$ cat src/rtl/uart_tx_sub_if.sv
// Host write port of the UART transmit subsystem: push strobe, data and FIFO status.
interface uart_tx_sub_if #(
    parameter int DATA_W     = 8,
    parameter int FIFO_DEPTH = 16
);
    logic                          wr_en;
    logic [DATA_W-1:0]             d_in;
    logic                          tx_full;
    logic                          tx_empty;
    logic [$clog2(FIFO_DEPTH):0]   fifo_count;
    logic                          overflow;

    modport master (
        output wr_en, d_in,
        input  tx_full, tx_empty, fifo_count, overflow
    );

    modport slave (
        input  wr_en, d_in,
        output tx_full, tx_empty, fifo_count, overflow
    );
endinterface

$ cat src/rtl/uart_tx_sub.sv
// UART transmitter: write FIFO, programmable x16 prescaler and framing FSM
// with configurable parity and stop bits; frames run back-to-back while data is queued.
module uart_tx_sub #(
    parameter int DATA_W     = 8,
    parameter int FIFO_DEPTH = 16,
    parameter int DVSR_W     = 11
) (
    input  logic              clk,
    input  logic              reset,
    input  logic [DVSR_W-1:0] dvsr,
    input  logic              parity_en,
    input  logic              parity_odd,
    input  logic              two_stop,
    uart_tx_sub_if.slave      wr_port,
    output logic              tx_busy,
    output logic              frame_done,
    output logic              tx
);
    localparam int AW = $clog2(FIFO_DEPTH);
    localparam int CW = AW + 1;
    localparam int BW = $clog2(DATA_W);

    typedef enum logic [2:0] {IDLE, START, DATA, PARITY, STOP} state_e;

    state_e              state_q, state_d;
    logic [DVSR_W-1:0]   psc_q, psc_d;
    logic [3:0]          tick16_q, tick16_d;
    logic [BW-1:0]       bit_q, bit_d;
    logic [DATA_W-1:0]   sh_q, sh_d;
    logic                par_q, par_d;
    logic [DVSR_W-1:0]   dvsr_q, dvsr_d;
    logic                pen_q, pen_d;
    logic                two_q, two_d;
    logic                tx_q, tx_d;

    logic [DATA_W-1:0]   mem [FIFO_DEPTH];
    logic [AW-1:0]       wptr_q, rptr_q;
    logic [CW-1:0]       count_q;
    logic                ovf_q;
    logic                full, push, pop, load, done, tick, bit_end;

    assign full = (count_q == CW'(FIFO_DEPTH));
    assign push = wr_port.wr_en && !full;

    always_ff @(posedge clk) begin
        if (reset) begin
            wptr_q  <= '0;
            rptr_q  <= '0;
            count_q <= '0;
            ovf_q   <= 1'b0;
        end else begin
            if (push) wptr_q <= wptr_q + 1'b1;
            if (pop)  rptr_q <= rptr_q + 1'b1;
            count_q <= count_q + CW'(push) - CW'(pop);
            if (wr_port.wr_en && full) ovf_q <= 1'b1;
        end
    end

    always_ff @(posedge clk) begin
        if (push) mem[wptr_q] <= wr_port.d_in;
    end

    always_comb begin
        state_d  = state_q;
        psc_d    = psc_q;
        tick16_d = tick16_q;
        bit_d    = bit_q;
        sh_d     = sh_q;
        par_d    = par_q;
        dvsr_d   = dvsr_q;
        pen_d    = pen_q;
        two_d    = two_q;
        load     = 1'b0;
        pop      = 1'b0;
        done     = 1'b0;
        tick     = (psc_q == dvsr_q);
        bit_end  = tick && (tick16_q == 4'hF);

        if (state_q == IDLE) begin
            psc_d    = '0;
            tick16_d = '0;
        end else begin
            psc_d = tick ? '0 : psc_q + 1'b1;
            if (tick) tick16_d = tick16_q + 4'd1;
        end

        case (state_q)
            IDLE:   load = (count_q != '0);
            START:  if (bit_end) begin
                        state_d = DATA;
                        bit_d   = '0;
                    end
            DATA:   if (bit_end) begin
                        sh_d = sh_q >> 1;
                        if (bit_q == BW'(DATA_W - 1)) begin
                            bit_d   = '0;
                            state_d = pen_q ? PARITY : STOP;
                        end else begin
                            bit_d = bit_q + 1'b1;
                        end
                    end
            PARITY: if (bit_end) state_d = STOP;
            STOP:   if (bit_end) begin
                        if (two_q && bit_q == '0) begin
                            bit_d = BW'(1);
                        end else begin
                            done = 1'b1;
                            if (count_q != '0) load = 1'b1;
                            else               state_d = IDLE;
                        end
                    end
            default: state_d = IDLE;
        endcase

        if (load) begin
            pop      = 1'b1;
            state_d  = START;
            bit_d    = '0;
            psc_d    = '0;
            tick16_d = '0;
            sh_d     = mem[rptr_q];
            par_d    = (^mem[rptr_q]) ^ parity_odd;
            dvsr_d   = dvsr;
            pen_d    = parity_en;
            two_d    = two_stop;
        end

        // tx is registered from the next-state view so the line changes with the state
        case (state_d)
            START:   tx_d = 1'b0;
            DATA:    tx_d = sh_d[0];
            PARITY:  tx_d = par_d;
            default: tx_d = 1'b1;
        endcase
    end

    always_ff @(posedge clk) begin
        if (reset) begin
            state_q  <= IDLE;
            psc_q    <= '0;
            tick16_q <= '0;
            bit_q    <= '0;
            sh_q     <= '0;
            par_q    <= 1'b0;
            dvsr_q   <= '0;
            pen_q    <= 1'b0;
            two_q    <= 1'b0;
            tx_q     <= 1'b1;
        end else begin
            state_q  <= state_d;
            psc_q    <= psc_d;
            tick16_q <= tick16_d;
            bit_q    <= bit_d;
            sh_q     <= sh_d;
            par_q    <= par_d;
            dvsr_q   <= dvsr_d;
            pen_q    <= pen_d;
            two_q    <= two_d;
            tx_q     <= tx_d;
        end
    end

    assign tx                 = tx_q;
    assign tx_busy            = (state_q != IDLE);
    assign frame_done         = done;
    assign wr_port.tx_full    = full;
    assign wr_port.tx_empty   = (count_q == '0);
    assign wr_port.fifo_count = count_q;
    assign wr_port.overflow   = ovf_q;
endmodule

$ cat src/flat_wrapper.sv
// flat-port wrapper written by rule: the top's interface ports become plain ports
module uart_tx_sub_flat 
#(
    parameter int DATA_W     = 8,
    parameter int FIFO_DEPTH = 16,
    parameter int DVSR_W     = 11
)
  (clk, reset, dvsr, parity_en, parity_odd, two_stop, tx_busy, frame_done, tx, wr_port_wr_en, wr_port_d_in, wr_port_tx_full, wr_port_tx_empty, wr_port_fifo_count, wr_port_overflow);
  uart_tx_sub_if #(.DATA_W(DATA_W), .FIFO_DEPTH(FIFO_DEPTH)) wr_port_i ();
  input  logic clk;
  input  logic reset;
  input  logic [DVSR_W-1:0] dvsr;
  input  logic parity_en;
  input  logic parity_odd;
  input  logic two_stop;
  output logic tx_busy;
  output logic frame_done;
  output logic tx;
  input wire logic [$bits(wr_port_i.wr_en)-1:0] wr_port_wr_en;
  input wire logic [$bits(wr_port_i.d_in)-1:0] wr_port_d_in;
  output wire logic [$bits(wr_port_i.tx_full)-1:0] wr_port_tx_full;
  output wire logic [$bits(wr_port_i.tx_empty)-1:0] wr_port_tx_empty;
  output wire logic [$bits(wr_port_i.fifo_count)-1:0] wr_port_fifo_count;
  output wire logic [$bits(wr_port_i.overflow)-1:0] wr_port_overflow;
  assign wr_port_i.wr_en = wr_port_wr_en;
  assign wr_port_i.d_in = wr_port_d_in;
  assign wr_port_tx_full = wr_port_i.tx_full;
  assign wr_port_tx_empty = wr_port_i.tx_empty;
  assign wr_port_fifo_count = wr_port_i.fifo_count;
  assign wr_port_overflow = wr_port_i.overflow;
  uart_tx_sub #(.DATA_W(DATA_W), .FIFO_DEPTH(FIFO_DEPTH), .DVSR_W(DVSR_W)) u_core (.clk(clk), .reset(reset), .dvsr(dvsr), .parity_en(parity_en), .parity_odd(parity_odd), .two_stop(two_stop), .wr_port(wr_port_i), .tx_busy(tx_busy), .frame_done(frame_done), .tx(tx));
endmodule
$ cat config.mk
export PLATFORM = sky130hd
export DESIGN_NAME = uart_tx_sub_flat
export DESIGN_NICKNAME = d
export VERILOG_FILES = /design/src/rtl/uart_tx_sub_if.sv /design/src/rtl/uart_tx_sub.sv /design/src/flat_wrapper.sv
export SDC_FILE = /design/constraint.sdc
export NUM_CORES = 1
export LEC_CHECK = 0
export CORE_MARGIN = 2
export CORE_UTILIZATION = 48
export DETAILED_ROUTE_END_ITERATION = 10
export DONT_BUFFER_PORTS = 1
export HOLD_SLACK_MARGIN = 0.1
export PLACE_DENSITY_LB_ADDON = 0.2
export REMOVE_ABC_BUFFERS = 1
export SLEW_MARGIN = 0
export SYNTH_ARGS = -nofsm -noshare
export SYNTH_HDL_FRONTEND = slang
export SYNTH_SLANG_ARGS = --single-unit
export TNS_END_PERCENT = 100
$ cat constraint.sdc
create_clock -name clk -period 4.5 [get_ports clk]
set_input_delay 0.9 -clock clk [delete_from_list [all_inputs] [get_ports clk]]
set_output_delay 0.9 -clock clk [all_outputs]
set_load 0.03 [all_outputs]
==> reports/qor.csv, run 1 <==
stage,metric,value,unit
drt,drcViolationCount,0,
floorplan,die_w,132,µm
power_and_ir_drop,p_leak,2.91,nW
critical_path,crit_path_cell_trace,xnor2_2 -> nand3_1 -> or4_4 -> o31ai_2 -> nand2_1 -> inv_2 -> ha_1 -> inv_1 -> ha_1 -> inv_1 -> fa_1 -> inv_1 -> a21oi_1 -> nor2_1 -> or3_1 -> a21oi_1,
clock_network,numCtsBuffers,17,
floorplan,core-area,16000,µm²
status,outcome,finished clean,
drt,drtIter0Drc,340,
critical_path,worstSetupEndpointType,register,
cells_and_area,syn_to_final_growth,10.4,%
placed_design,dp.cells,749,
synthesis,ys_ff_latch,190,
timing,slew_viol_final,0,
floorplan,die-area,17500,µm²
global_routing,antenna_found_initial,0,
synthesis,ys.flop_type,edfxtp_1,
timing,max_slew_margin,42.8,%
drt,routed-via-count,4285,
timing,hold_viol_final,0,
timing,worst_slew_pin_slew,0.854,ns
global_routing,grt_max_degree,46,
drt,firstDrtPassIters,5,
cells_and_area,final_common_cell,edfxtp_1,
floorplan,die_y,132,µm
placed_design,place.gp.congestion,0.810,
synthesis,ys_seq_area_share,64.3,%
cells_and_area,nets,594,
placed_design,dp_hpwl,9860,µm
cells_and_area,multiInputGateArea,2580,µm²
clock_network,worstSkewPairLatency,0.44,ns
placed_design,io_buffers,0,
critical_path,worst_setup_path_start_kind,register,
job,cap_violations,0,
timing,final.setup_skew,0.0134,ns
clock_network,cts_buffer_depth,2,
timing,rsz0062_at_grt,false,
min_path,min-delay-start,u_core.two_q,
synthesis,syn_avg_cell_area,14.4,µm²
clock_network,h-tree-depth,4,
synthesis,synth_edf_count,128,
drt,detail_route.wl_per_cell,18.7,µm
synthesis,netlist_area,7900,µm²
critical_path,cp.arrival,3.61,ns
global_routing,track_usage,18.1,%
timing,fin_tns_setup,0,ns
critical_path,cpMostUsedCell,inv_1,
timing,finalSetupViolCount,0,
cells_and_area,ff_latch_area,5090,µm²
drt,wl,14600,µm
critical_path,worst_path_max_delay_cell,or4_4,
critical_path,cp_max_fo,11,
min_path,hp-class,reg2reg,
floorplan,rows,46,
timing,max_freq,303,MHz
cells_and_area,layout_common_cells,"128 x edfxtp_1, 61 x dfxtp_1, 53 x nor2_1",
synthesis,synth_warnings,0,
drt,vias_per_cell,5.49,
clock_network,clock-root-buffer,clkbuf_16,
synthesis,synthesis.instances,548,
critical_path,cp.required,4.81,ns
critical_path,cp-startpoint,u_core.psc_q[2],
synthesis,yosysUniqueCellTypes,52,
power_and_ir_drop,power_density,583,nW/µm²
cells_and_area,fill_cells,1335,
global_routing,grt_first_pass_wirelength,24000,µm
cells_and_area,final_layout_size_suffix_gt1_share,15.8,%
global_routing,grt_pass1_vias,4409,
clock_network,clk_pin_slew_worst_paths,0.07,ns
cells_and_area,final_cells,781,
global_routing,grt_overflow,0,
clock_network,cts.sinks,190,
synthesis,ys_async_sr_fraction,0,%
floorplan,ios,36,
critical_path,criticalPathCategory,reg2reg,
clock_network,cts_setup_buffers,0,
critical_path,cp_num_buf_inv,4,
cells_and_area,antenna_cells,0,
critical_path,timing.rr.start,u_core.psc_q[2],
floorplan,start_util,49.4,%
drt,postRouteAntennaNets,0,
timing,finalCriticalPeriod,3.30,ns
clock_network,cts_tree,done,
power_and_ir_drop,ir_drop,0.000359,V
critical_path,path_delay_family,simple AND/OR/NAND/NOR gates,
clock_network,cts_resized,0,
timing,min_period_over_period,73.2,%
critical_path,max_stage_delay,0.61,ns
clock_network,ctsHoldBuffers,0,
[routing by layer]
layer  track usage, %  part of all wire [%]  wire length [µm]
met5                0                     0                 0
met2             29.6                    51              7380
met3             4.58                   4.4               641
met1             23.8                    44              6380
met4             6.09                   1.3               184
[metrics by stage]
step / util, % / hold slack (ns) / cell area [µm²] / total power [W] / setup slack [ns]
after floorplan: - / 0.431 / 7730 / 0.00321 / 0.0336
after global placement: 50.6 / 0.440 / 8100 / 0.00353 / 1.29
after detailed placement: 50.6 / 0.450 / 8100 / 0.00356 / 1.20
after CTS: 54.6 / 0.459 / 8730 / 0.00515 / 1.18
after global routing: 54.6 / 0.475 / 8730 / 0.00537 / 0.904
final: 54.6 / 0.457 / 8730 / 0.00509 / 1.20
[registers in the layout, summed over array words and instances, names as in the netlist, 4 cells and up, named ones only]
signal and flops:
u_core.mem 128, u_core.dvsr_q 11, u_core.psc_q 11, u_core.sh_q 8, u_core.wr_port.fifo_count 5, u_core.rptr_q 4, u_core.tick16_q 4, u_core.wptr_q 4
[final timing paths]
check	slack [ns]	end	depth (start not counted)
hold reg to reg	0.46	u_core.two_q	2
setup / recovery	1.20	u_core.wr_port.fifo_count[4]	16
setup reg to reg	1.20	u_core.wr_port.fifo_count[4]	16
hold / removal	0.46	u_core.two_q	2
[Yosys cell counts, types with 2 or more instances]
library cell	count	share of area, %
a211oi_1	4	0.38
a21o_1	2	0.19
a21oi_1	27	1.7
a22oi_1	8	0.76
and3_1	5	0.40
buf_2	6	0.38
buf_6	5	0.71
clkbuf_1	14	0.66
dfxtp_1	62	16
edfxtp_1	128	49
ha_1	16	2.5
inv_1	15	0.71
mux2i_1	8	1.0
mux4_2	36	10
nand2_1	46	2.2
nand2b_1	3	0.24
nand3_1	20	1.3
nand4_1	4	0.32
nor2_1	53	2.5
nor2b_1	5	0.40
nor3_1	10	0.63
nor3b_1	2	0.19
nor4b_1	2	0.22
o21ai_0	3	0.19
o41ai_1	2	0.22
or3_1	3	0.24
or4_4	2	0.28
xnor2_1	20	2.2
xnor3_1	3	0.85
xor2_1	12	1.3
[worst register-to-register path: stages (launching register included)]
cell and delay [ns]:
dfxtp_1 0.49, xnor2_2 0.14, nand3_1 0.11, or4_4 0.61, o31ai_2 0.34, nand2_1 0.13, inv_2 0.08, ha_1 0.22
inv_1 0.06, ha_1 0.15, inv_1 0.06, fa_1 0.39, inv_1 0.07, a21oi_1 0.06, nor2_1 0.11, or3_1 0.12
a21oi_1 0.06
[area by class of cell]
class | count | share of cell area, %
well taps | 216 | 3.10
flip-flops and latches | 190 | 58.3
clock inverters | 14 | 2.28
inverters | 17 | 0.731
repair buffers | 13 | 1.12
clock buffers | 18 | 4.92
multi-input cells | 313 | 29.6
[kinds of logic after synthesis]
kind of cell               share of synthesized area (%)
muxes                                               11.3
DFF                                                 64.3
buffers and inverters                               3.05
xor gates and xnor gates                            4.61
adders and majority gates                           2.79
AOI/OAI and AO/OA                                   4.34
and+or+nand+nor                                     9.61
[where the power goes]
part / leakage, nW / switching [W] / total, W / internal [W]
clock: 0.307 / 0.000687 / 0.00159 / 0.000898
combinational: 0.943 / 0.000650 / 0.00130 / 0.000653
sequential: 1.66 / 0.000186 / 0.00220 / 0.00202
Power figures use the tool's default switching activity.
==> run 2: changes to the inputs <==
==> constraint.sdc (replaced) <==
create_clock -name clk -period 3.2 [get_ports clk]
set_input_delay 0.64 -clock clk [delete_from_list [all_inputs] [get_ports clk]]
set_output_delay 0.64 -clock clk [all_outputs]
set_load 0.03 [all_outputs]
==> reports/qor.csv, run 2 (synthesis results as in run 1) <==
stage,metric,value,unit
global_routing,track_usage,17.0,%
global_routing,grt_overflow,0,
clock_network,numCtsBuffers,17,
critical_path,cpMostUsedCell,inv_2,
timing,max_slew_margin,58.3,%
critical_path,cp.arrival,3.41,ns
drt,wl,14300,µm
drt,detail_route.wl_per_cell,17.8,µm
global_routing,grt_first_pass_wirelength,22900,µm
floorplan,rows,46,
floorplan,die_w,132,µm
placed_design,place_ws,0.0370,ns
critical_path,criticalPathCategory,reg2reg,
cells_and_area,final_layout_size_suffix_gt1_share,22.2,%
floorplan,die-area,17500,µm²
clock_network,worstSkewPairLatency,0.43,ns
placed_design,io_buffers,0,
job,cap_violations,0,
global_routing,grt_pass1_vias,4378,
floorplan,ios,36,
timing,worst_slew_pin_slew,0.621,ns
min_path,hp-class,in2reg,
critical_path,cp_num_buf_inv,4,
clock_network,h-tree-depth,4,
drt,vias_per_cell,5.35,
clock_network,cts_tree,done,
critical_path,path_delay_family,simple AND/OR/NAND/NOR gates,
critical_path,cp.depth,16,
clock_network,cts_buffer_depth,2,
drt,firstDrtPassIters,5,
drt,drcViolationCount,0,
floorplan,core-area,16000,µm²
floorplan,start_util,49.4,%
critical_path,cp-startpoint,u_core.psc_q[3],
cells_and_area,final_common_cell,edfxtp_1,
cells_and_area,layout_common_cells,"128 x edfxtp_1, 53 x nor2_1, 53 x dfxtp_1",
clock_network,clock-root-buffer,clkbuf_16,
critical_path,cp.required,3.57,ns
placed_design,dp_hpwl,9660,µm
clock_network,ctsHoldBuffers,0,
critical_path,worst_path_max_delay_cell,or4_4,
critical_path,worst_r2r_path_depth,16,
critical_path,r2r_end,u_core.wr_port.fifo_count[4],
floorplan,die_y,132,µm
timing,whs,0.277,ns
power_and_ir_drop,ir_drop,0.000447,V
timing,worst_slack,0.156,ns
clock_network,cts.sinks,190,
cells_and_area,reg_top3,"u_core.mem x128, u_core.dvsr_q x11, u_core.psc_q x11",
placed_design,place.gp.congestion,0.774,
critical_path,cp-endpoint,u_core.wr_port.fifo_count[4],
cells_and_area,largest_reg_flops,128,
drt,routed-via-count,4293,
global_routing,grt_max_degree,46,
timing,slew_viol_final,0,
timing,min_period_over_period,95.1,%
critical_path,max_stage_delay,0.60,ns
timing,finalSetupViolCount,0,
critical_path,r2r_slack,0.16,ns
cells_and_area,nets,616,
timing,final.setup_skew,0.00849,ns
drt,drtIter0Drc,318,
power_and_ir_drop,power_density,800,nW/µm²
cells_and_area,antenna_cells,0,
critical_path,cp_max_fo,3,
critical_path,worstSetupEndpointType,register,
critical_path,timing.rr.start,u_core.psc_q[3],
timing,hold_viol_final,0,
drt,postRouteAntennaNets,0,
timing,max_freq,329,MHz
critical_path,crit_path_cell_trace,xnor2_2 -> nand4_1 -> or4_4 -> o31ai_4 -> nand2_2 -> inv_2 -> ha_4 -> inv_1 -> ha_2 -> inv_2 -> fa_2 -> inv_2 -> a21oi_2 -> nor2_1 -> or3_1 -> a21oi_2,
cells_and_area,largest-register,u_core.mem,
global_routing,antenna_found_initial,0,
critical_path,worst_setup_path_start_kind,register,
timing,finalCriticalPeriod,3.04,ns
status,outcome,finished clean,
cells_and_area,syn_to_final_growth,13.3,%
power_and_ir_drop,p_leak,3.03,nW
clock_network,clk_pin_slew_worst_paths,0.07,ns
min_path,min-delay-start,reset,
## run 2: cell types whose count changed in the layout (fill, tap and decap cells not counted), moves of 4 or more
cell	delta
dfxtp_1	-8
dfxtp_2	+7
xnor2_2	+4
xnor2_1	-4
buf_4	+20
## run 2: per-layer routing
layer  global-route usage [%]  part of all wire, %  up-vias
met2                     28.2                   50       84
met4                     5.68                  1.3        0
met3                     4.61                  4.2       17
met5                        0                    0        -
met1                     21.7                   45     2108
li1                         -                    -     2084
## run 2: layout make-up
class	count	area (µm²)
Clock buffer	19	433
Clock inverter	12	150
Fill cell	1308	7050
Inverter	17	63.8
Multi-Input combinational cell	313	2650
Sequential cell	190	5100
Tap cell	216	270
Timing Repair Buffer	35	288
## run 2: power by group
group | internal [W] | leakage [nW] | total [W] | switching [W]
clock network | 0.00117 | 0.285 | 0.00209 | 0.000916
registers | 0.00284 | 1.67 | 0.00301 | 0.000171
logic | 0.00101 | 1.07 | 0.00206 | 0.00105
total | 0.00503 | 3.03 | 0.00716 | 0.00213
## run 2: worst register-to-register path, cell delays in order, from the launching register on
cell and delay (ns):
dfxtp_2 0.34, xnor2_2 0.14, nand4_1 0.15, or4_4 0.60, o31ai_4 0.25, nand2_2 0.09, inv_2 0.09, ha_4 0.13
inv_1 0.04, ha_2 0.17, inv_2 0.06, fa_2 0.21, inv_2 0.04, a21oi_2 0.12, nor2_1 0.06, or3_1 0.39
a21oi_2 0.12
## run 2: worst min path at each step
stage                     cells past startpoint                      endpoint  slack (ns)
after global placement                        2                  u_core.two_q        0.44
after floorplan                               2                  u_core.two_q        0.43
final                                         1  u_core.wr_port.fifo_count[4]        0.28
after detailed placement                      2                  u_core.two_q        0.44
after global routing                          1              u_core.wptr_q[2]        0.25
after CTS                                     1              u_core.wptr_q[3]        0.26
## run 2: repair_timing
action	4_1_cts	5_1_grt
buffers inserted	0	0
setup endpoints to repair	0	1
gates resized for setup	0	23
## run 2: stage by stage
| stage | util [%] | power (W) | TNS, ns | std cells | cell area (µm²) |
|---|---|---|---|---|---|
| finish | 56.0 | 0.00716 | 0 | 802 | 8950 |
| CTS | 55.5 | 0.00716 | 0 | 802 | 8870 |
| global route | 56.0 | 0.00753 | -0.0135 | 802 | 8950 |
| detailed placement | 51.8 | 0.00507 | 0 | 771 | 8290 |
| floorplan | - | 0.00451 | -6.46 | 520 | 7730 |
| global placement | 51.8 | 0.00503 | 0 | 771 | 8290 |
==> run 3: changes to the inputs <==
--- a/config.mk
+++ b/config.mk
@@ -9,6 +9,7 @@
 export CORE_UTILIZATION = 48
 export DETAILED_ROUTE_END_ITERATION = 10
 export DONT_BUFFER_PORTS = 1
+export GPL_TIMING_DRIVEN = 0
 export HOLD_SLACK_MARGIN = 0.1
 export PLACE_DENSITY_LB_ADDON = 0.2
 export REMOVE_ABC_BUFFERS = 1
==> reports/qor.csv, run 3 (synthesis results as in run 1) <==
stage,metric,value,unit
power_and_ir_drop,ir_drop,0.000605,V
placed_design,dp.cells,738,
placed_design,place.gp.congestion,0.801,
global_routing,antenna_found_initial,0,
cells_and_area,utilization,55.5,%
global_routing,grt_overflow,0,
timing,max_freq,309,MHz
drt,met3_length,836,µm
floorplan,start_util,49.4,%
status,violations,setup timing,
critical_path,cp.arrival,3.60,ns
floorplan,die_w,132,µm
drt,vias_per_cell,5.53,
clock_network,worstSkewPairLatency,0.43,ns
global_routing,track_usage,18.5,%
timing,fin_tns_setup,-0.0318,ns
cells_and_area,fill_cells,1311,
timing,hold_viol_final,0,
drt,maxUsedRoutingLayer,met4,
timing,final.setup_skew,0.0104,ns
floorplan,rows,46,
floorplan,die_y,132,µm
timing,rsz0062_at_grt,true,
placed_design,place_ws,-1.61,ns
cells_and_area,largest_reg_flops,128,
drt,drcViolationCount,0,
drt,dr_wl_met2,7940,µm
global_routing,grt_pass1_vias,4377,
critical_path,criticalPathCategory,reg2reg,
clock_network,clock-root-buffer,clkbuf_16,
min_path,hp-class,in2reg,
timing,slew_viol_final,0,
drt,drt-met1-wl,6490,µm
timing,min_period_over_period,101,%
power_and_ir_drop,power_density,808,nW/µm²
timing,finalCriticalPeriod,3.23,ns
cells_and_area,nets,603,
timing,max_slew_margin,40.6,%
power_and_ir_drop,p_switching,0.00220,W
cells_and_area,final_layout_size_suffix_gt1_share,22.5,%
power_and_ir_drop,switching_share,30.7,%
drt,firstDrtPassIters,4,
global_routing,grt_max_degree,46,
critical_path,cp.required,3.56,ns
cells_and_area,antenna_cells,0,
drt,routed-via-count,4371,
cells_and_area,layout_common_cells,"128 x edfxtp_1, 50 x nor2_1, 48 x dfxtp_1",
power_and_ir_drop,finalPower,0.00717,W
clock_network,cts_buffer_depth,2,
timing,worst_slack,-0.0318,ns
placed_design,dp_hpwl,9580,µm
cells_and_area,final_common_cell,edfxtp_1,
status,outcome,"finished, violations left",
power_and_ir_drop,p_clk_share,27.5,%
drt,drtIter0Drc,286,
drt,postRouteAntennaNets,0,
power_and_ir_drop,seqPwrFrac,44.2,%
critical_path,worst_setup_path_start_kind,register,
timing,finalSetupViolCount,1,
cells_and_area,syn_to_final_growth,12.3,%
power_and_ir_drop,intPower,0.00497,W
clock_network,numCtsBuffers,17,
power_and_ir_drop,p_leak,2.95,nW
floorplan,ios,36,
job,cap_violations,0,
critical_path,cp_max_fo,6,
drt,wl,15500,µm
clock_network,h-tree-depth,4,
timing,worst_slew_pin_slew,0.887,ns
cells_and_area,reg_top3,"u_core.mem x128, u_core.dvsr_q x11, u_core.psc_q x11",
placed_design,io_buffers,0,
critical_path,worstSetupEndpointType,register,
clock_network,cts_tree,done,
power_and_ir_drop,p_comb_share,28.3,%
floorplan,die-area,17500,µm²
drt,detail_route.wl_per_cell,19.6,µm
clock_network,cts.sinks,190,
floorplan,core-area,16000,µm²
cells_and_area,largest-register,u_core.mem,
clock_network,clk_pin_slew_worst_paths,0.07,ns
cells_and_area,final_cells,790,
global_routing,grt_first_pass_wirelength,24100,µm
-- run 3: cell types whose count changed in the layout (fill, tap and decap cells not counted), moves of 4 or more --
cell and delta:
dfxtp_4 +5, nor3_1 -5, dfxtp_1 -5, nor3_2 +4, buf_4 -15
-- run 3: worst paths after layout --
| kind | end | cells after the start | startpoint | slack (ns) |
|---|---|---|---|---|
| max | u_core.wr_port.fifo_count[4] | 16 | u_core.psc_q[3] | -0.03 |
| min | u_core.wptr_q[2] | 1 | reset | 0.27 |
| max reg2reg | u_core.wr_port.fifo_count[4] | 16 | u_core.psc_q[3] | -0.03 |
| min reg2reg | u_core.two_q | 2 | u_core.two_q | 0.47 |
-- run 3: power by group through the flow --
stage	logic, W	clock network, W	registers [W]
after global placement	0.00165	0	0.00326
after global routing	0.00223	0.00210	0.00321
after detailed placement	0.00176	0	0.00322
after floorplan	0.00134	0	0.00317
after CTS	0.00186	0.00201	0.00317
final	0.00203	0.00197	0.00317
-- run 3: cell type report --
| type | instances | area, µm² | area share (%) |
|---|---|---|---|
| Clock buffer | 20 | 437 | 4.92 |
| Tap cell | 216 | 270 | 3.05 |
| Multi-Input combinational cell | 314 | 2690 | 30.3 |
| Timing Repair inverter | 2 | 17.5 | 0.197 |
| Timing Repair Buffer | 19 | 155 | 1.75 |
| Clock inverter | 12 | 115 | 1.30 |
| Sequential cell | 190 | 5120 | 57.7 |
| Inverter | 17 | 76.3 | 0.860 |
-- run 3: what timing repair did --
item / in CTS / in global routing
resized for setup: 22 / 25
pin swaps: 1 / 7
setup endpoints to repair: 82 / 133
hold endpoints to repair: 0 / 0
hold buffers: 0 / 0
buffers inserted: 2 / 15
gates cloned: 1 / 2
-- run 3: routing by layer --
metal / track usage (%) / vias up
met4: 6.75 / 0
met5: 0 / -
met1: 23.2 / 2201
met3: 5.27 / 15
li1: - / 2058
met2: 30.7 / 97
-- run 3: critical path, stage by stage (launching register included) --
cell,delay [ns]
dfxtp_4,0.36
xnor2_1,0.13
nand4_1,0.13
or4_4,0.63
o31ai_4,0.31
nand2_4,0.15
inv_12,0.10
ha_1,0.12
inv_1,0.04
ha_1,0.19
inv_2,0.07
fa_2,0.21
inv_1,0.04
a21oi_1,0.14
nor2_1,0.07
or3_1,0.35
a21oi_2,0.11
-- run 3: stage by stage --
step           hold slack (ns)  area [µm²]
6_report                 0.275        8870
5_1_grt                  0.256        8870
4_1_cts                  0.256        8690
3_5_place_dp             0.459        8030
3_3_place_gp             0.443        8000
2_1_floorplan            0.431        7730
==> variant, RTL diff (settings of run 1) <==
`DVSR_W` is set to 11 in 2 places; all go to 22.
--- a/src/rtl/uart_tx_sub.sv
+++ b/src/rtl/uart_tx_sub.sv
@@ -3,7 +3,7 @@
 module uart_tx_sub #(
     parameter int DATA_W     = 8,
     parameter int FIFO_DEPTH = 16,
-    parameter int DVSR_W     = 11
+    parameter int DVSR_W     = 22
 ) (
     input  logic              clk,
     input  logic              reset,
--- a/src/flat_wrapper.sv
+++ b/src/flat_wrapper.sv
@@ -3,7 +3,7 @@
 #(
     parameter int DATA_W     = 8,
     parameter int FIFO_DEPTH = 16,
-    parameter int DVSR_W     = 11
+    parameter int DVSR_W     = 22
 )
   (clk, reset, dvsr, parity_en, parity_odd, two_stop, tx_busy, frame_done, tx, wr_port_wr_en, wr_port_d_in, wr_port_tx_full, wr_port_tx_empty, wr_port_fifo_count, wr_port_overflow);
   uart_tx_sub_if #(.DATA_W(DATA_W), .FIFO_DEPTH(FIFO_DEPTH)) wr_port_i ();
Interface: changed (resized dvsr); port bits go from 36 to 47. The function was not compared with the original's and may differ.
==> variant against run 1 <==
  * Sequential cell count is 22 higher
  * Count of clock-buffer cells in the layout is 16 higher
  * Hold slack better by 0.0019 ns
  * Sequential power is 12% higher
  * Sequential share of layout area is 2.6 points lower
  * Clock skew is 0.0022 ns lower
  * Combinational power is 18% higher
  * Total power is 13% higher
  * Design area is 14% higher
  * Synthesized area is 14% higher
  * Routed wire length is 20% higher
  * Worst setup slack worse by 0.30 ns
  * First-iteration DRC count is 10% lower
  * Critical endpoint unchanged
==> variant: results <==
# TYPE chip_impl_metric gauge
chip_impl_info{name="outcome",value="complete, no violations"} 1
chip_impl_metric{name="htree_levels",unit=""} 1
chip_impl_metric{name="avgViaCountPerCell",unit=""} 5.66
chip_impl_metric{name="place_hpwl",unit="mm"} 11.8
chip_impl_metric{name="synthAdderAreaFrac",unit="%"} 2.44
chip_impl_metric{name="skew",unit="ns"} 0.0112
chip_impl_metric{name="reg2reg_depth",unit=""} 18
chip_impl_metric{name="routed_wirelength",unit="mm"} 17.5
chip_impl_metric{name="pin_count_of_the_biggest_net_entering_global_routing",unit=""} 60
chip_impl_metric{name="drt_iter0_markers",unit=""} 305
chip_impl_metric{name="first_pass_iteration_count_of_the_detailed_router",unit=""} 4
chip_impl_metric{name="synth_compound_gate_area_share",unit="%"} 6.35
chip_impl_info{name="worst_hold_check_path_type",value="input port to register"} 1
chip_impl_metric{name="irDropWorstVdd",unit="V"} 0.000325
chip_impl_metric{name="groute.usage.overall",unit="%"} 18.0
chip_impl_info{name="hold-path-endpoint",value="u_core.wptr_q[2]$_SDFFE_PP0P_"} 1
chip_impl_metric{name="via_count_of_the_first_global_routing_pass",unit=""} 5468
chip_impl_metric{name="max-clock-path-buffers",unit=""} 3
chip_impl_metric{name="cts-buffers-inserted",unit=""} 23
chip_impl_metric{name="critPathMaxFanout",unit=""} 30
chip_impl_metric{name="worst_ep_arrival_time",unit="ns"} 3.98
chip_impl_metric{name="grt_pass1_wl",unit="mm"} 28.5
chip_impl_info{name="synth.cells.most_frequent",value="sky130_fd_sc_hd__edfxtp_1 (128), sky130_fd_sc_hd__dfxtp_1 (84), sky130_fd_sc_hd__nor2_1 (55), sky130_fd_sc_hd__nand3_1 (45), sky130_fd_sc_hd__a21oi_1 (41)"} 1
chip_impl_metric{name="fin_nets",unit=""} 734
chip_impl_metric{name="timing.hold.worst_path_depth",unit=""} 1
chip_impl_metric{name="dpl-instance-area",unit="µm²"} 9220
chip_impl_metric{name="total_leakage_power",unit="nW"} 3.43
chip_impl_metric{name="clock_latency",unit="ns"} 0.51
chip_impl_metric{name="total_net_switching_power",unit="W"} 0.00171
chip_impl_info{name="hp-start",value="reset"} 1
[variant: changes by cell type after synthesis, sizes merged, moves of 4 or more]
cell,delta
nand2,-22
nand4,+7
clkbuf,+11
nor3,+4
nor4,+8
xnor2,-7
o21ai,+26
a21oi,+13
o211ai,+5
xor2,+27
nand3,+25
dfxtp,+22
a22oi,-4
inv,+5
[variant: per-stage QoR]
step                      hold WS (ns)  worst slack, ns  util [%]  TNS (ns)  instances
after floorplan                  0.444           -0.178         -    -0.178        642
after global placement           0.458             1.02      49.6         0        890
after detailed placement         0.470            0.922      49.6         0        890
after CTS                        0.449            0.900      53.4         0        932
after global routing             0.444            0.606      53.4         0        932
final                            0.459            0.909      53.4         0        932
[variant: routing by layer]
| metal | vias to the layer above | track usage (%) | wire length, µm |
|---|---|---|---|
| li1 | 2538 | - | - |
| met1 | 2604 | 23.3 | 7640 |
| met2 | 112 | 31.7 | 8670 |
| met3 | 25 | 3.19 | 839 |
| met4 | 0 | 4.74 | 302 |
| met5 | - | 0 | 0 |
[variant: cell type report]
type	instances	area, µm²
Fill cell	1516	8650
Sequential cell	212	5530
Clock buffer	34	647
Inverter	21	78.8
Clock inverter	8	63.8
Multi-Input combinational cell	409	3220
Timing Repair Buffer	14	105
Tap cell	234	293
[variant: power groups by stage]
stage / combinational, W / clock [W] / sequential (W)
after global placement: 0.00152 / 0 / 0.00250
final: 0.00153 / 0.00176 / 0.00246
after detailed placement: 0.00154 / 0 / 0.00250
after CTS: 0.00155 / 0.00181 / 0.00246
after global routing: 0.00169 / 0.00188 / 0.00249
after floorplan: 0.00114 / 0 / 0.00250
[variant: worst max-delay path: stages (launching register included)]
cell and delay (ns):
sky130_fd_sc_hd__dfxtp_1 0.54, sky130_fd_sc_hd__inv_1 0.13, sky130_fd_sc_hd__ha_1 0.23, sky130_fd_sc_hd__nor4b_2 0.16
sky130_fd_sc_hd__buf_4 0.20, sky130_fd_sc_hd__nor3_2 0.10, sky130_fd_sc_hd__buf_4 0.34, sky130_fd_sc_hd__nand2_1 0.25
sky130_fd_sc_hd__inv_2 0.20, sky130_fd_sc_hd__ha_1 0.26, sky130_fd_sc_hd__inv_1 0.06, sky130_fd_sc_hd__ha_1 0.16
sky130_fd_sc_hd__inv_1 0.06, sky130_fd_sc_hd__fa_1 0.39, sky130_fd_sc_hd__inv_1 0.07, sky130_fd_sc_hd__a21oi_1 0.06
sky130_fd_sc_hd__nor2_1 0.11, sky130_fd_sc_hd__or3_1 0.12, sky130_fd_sc_hd__a21oi_1 0.05
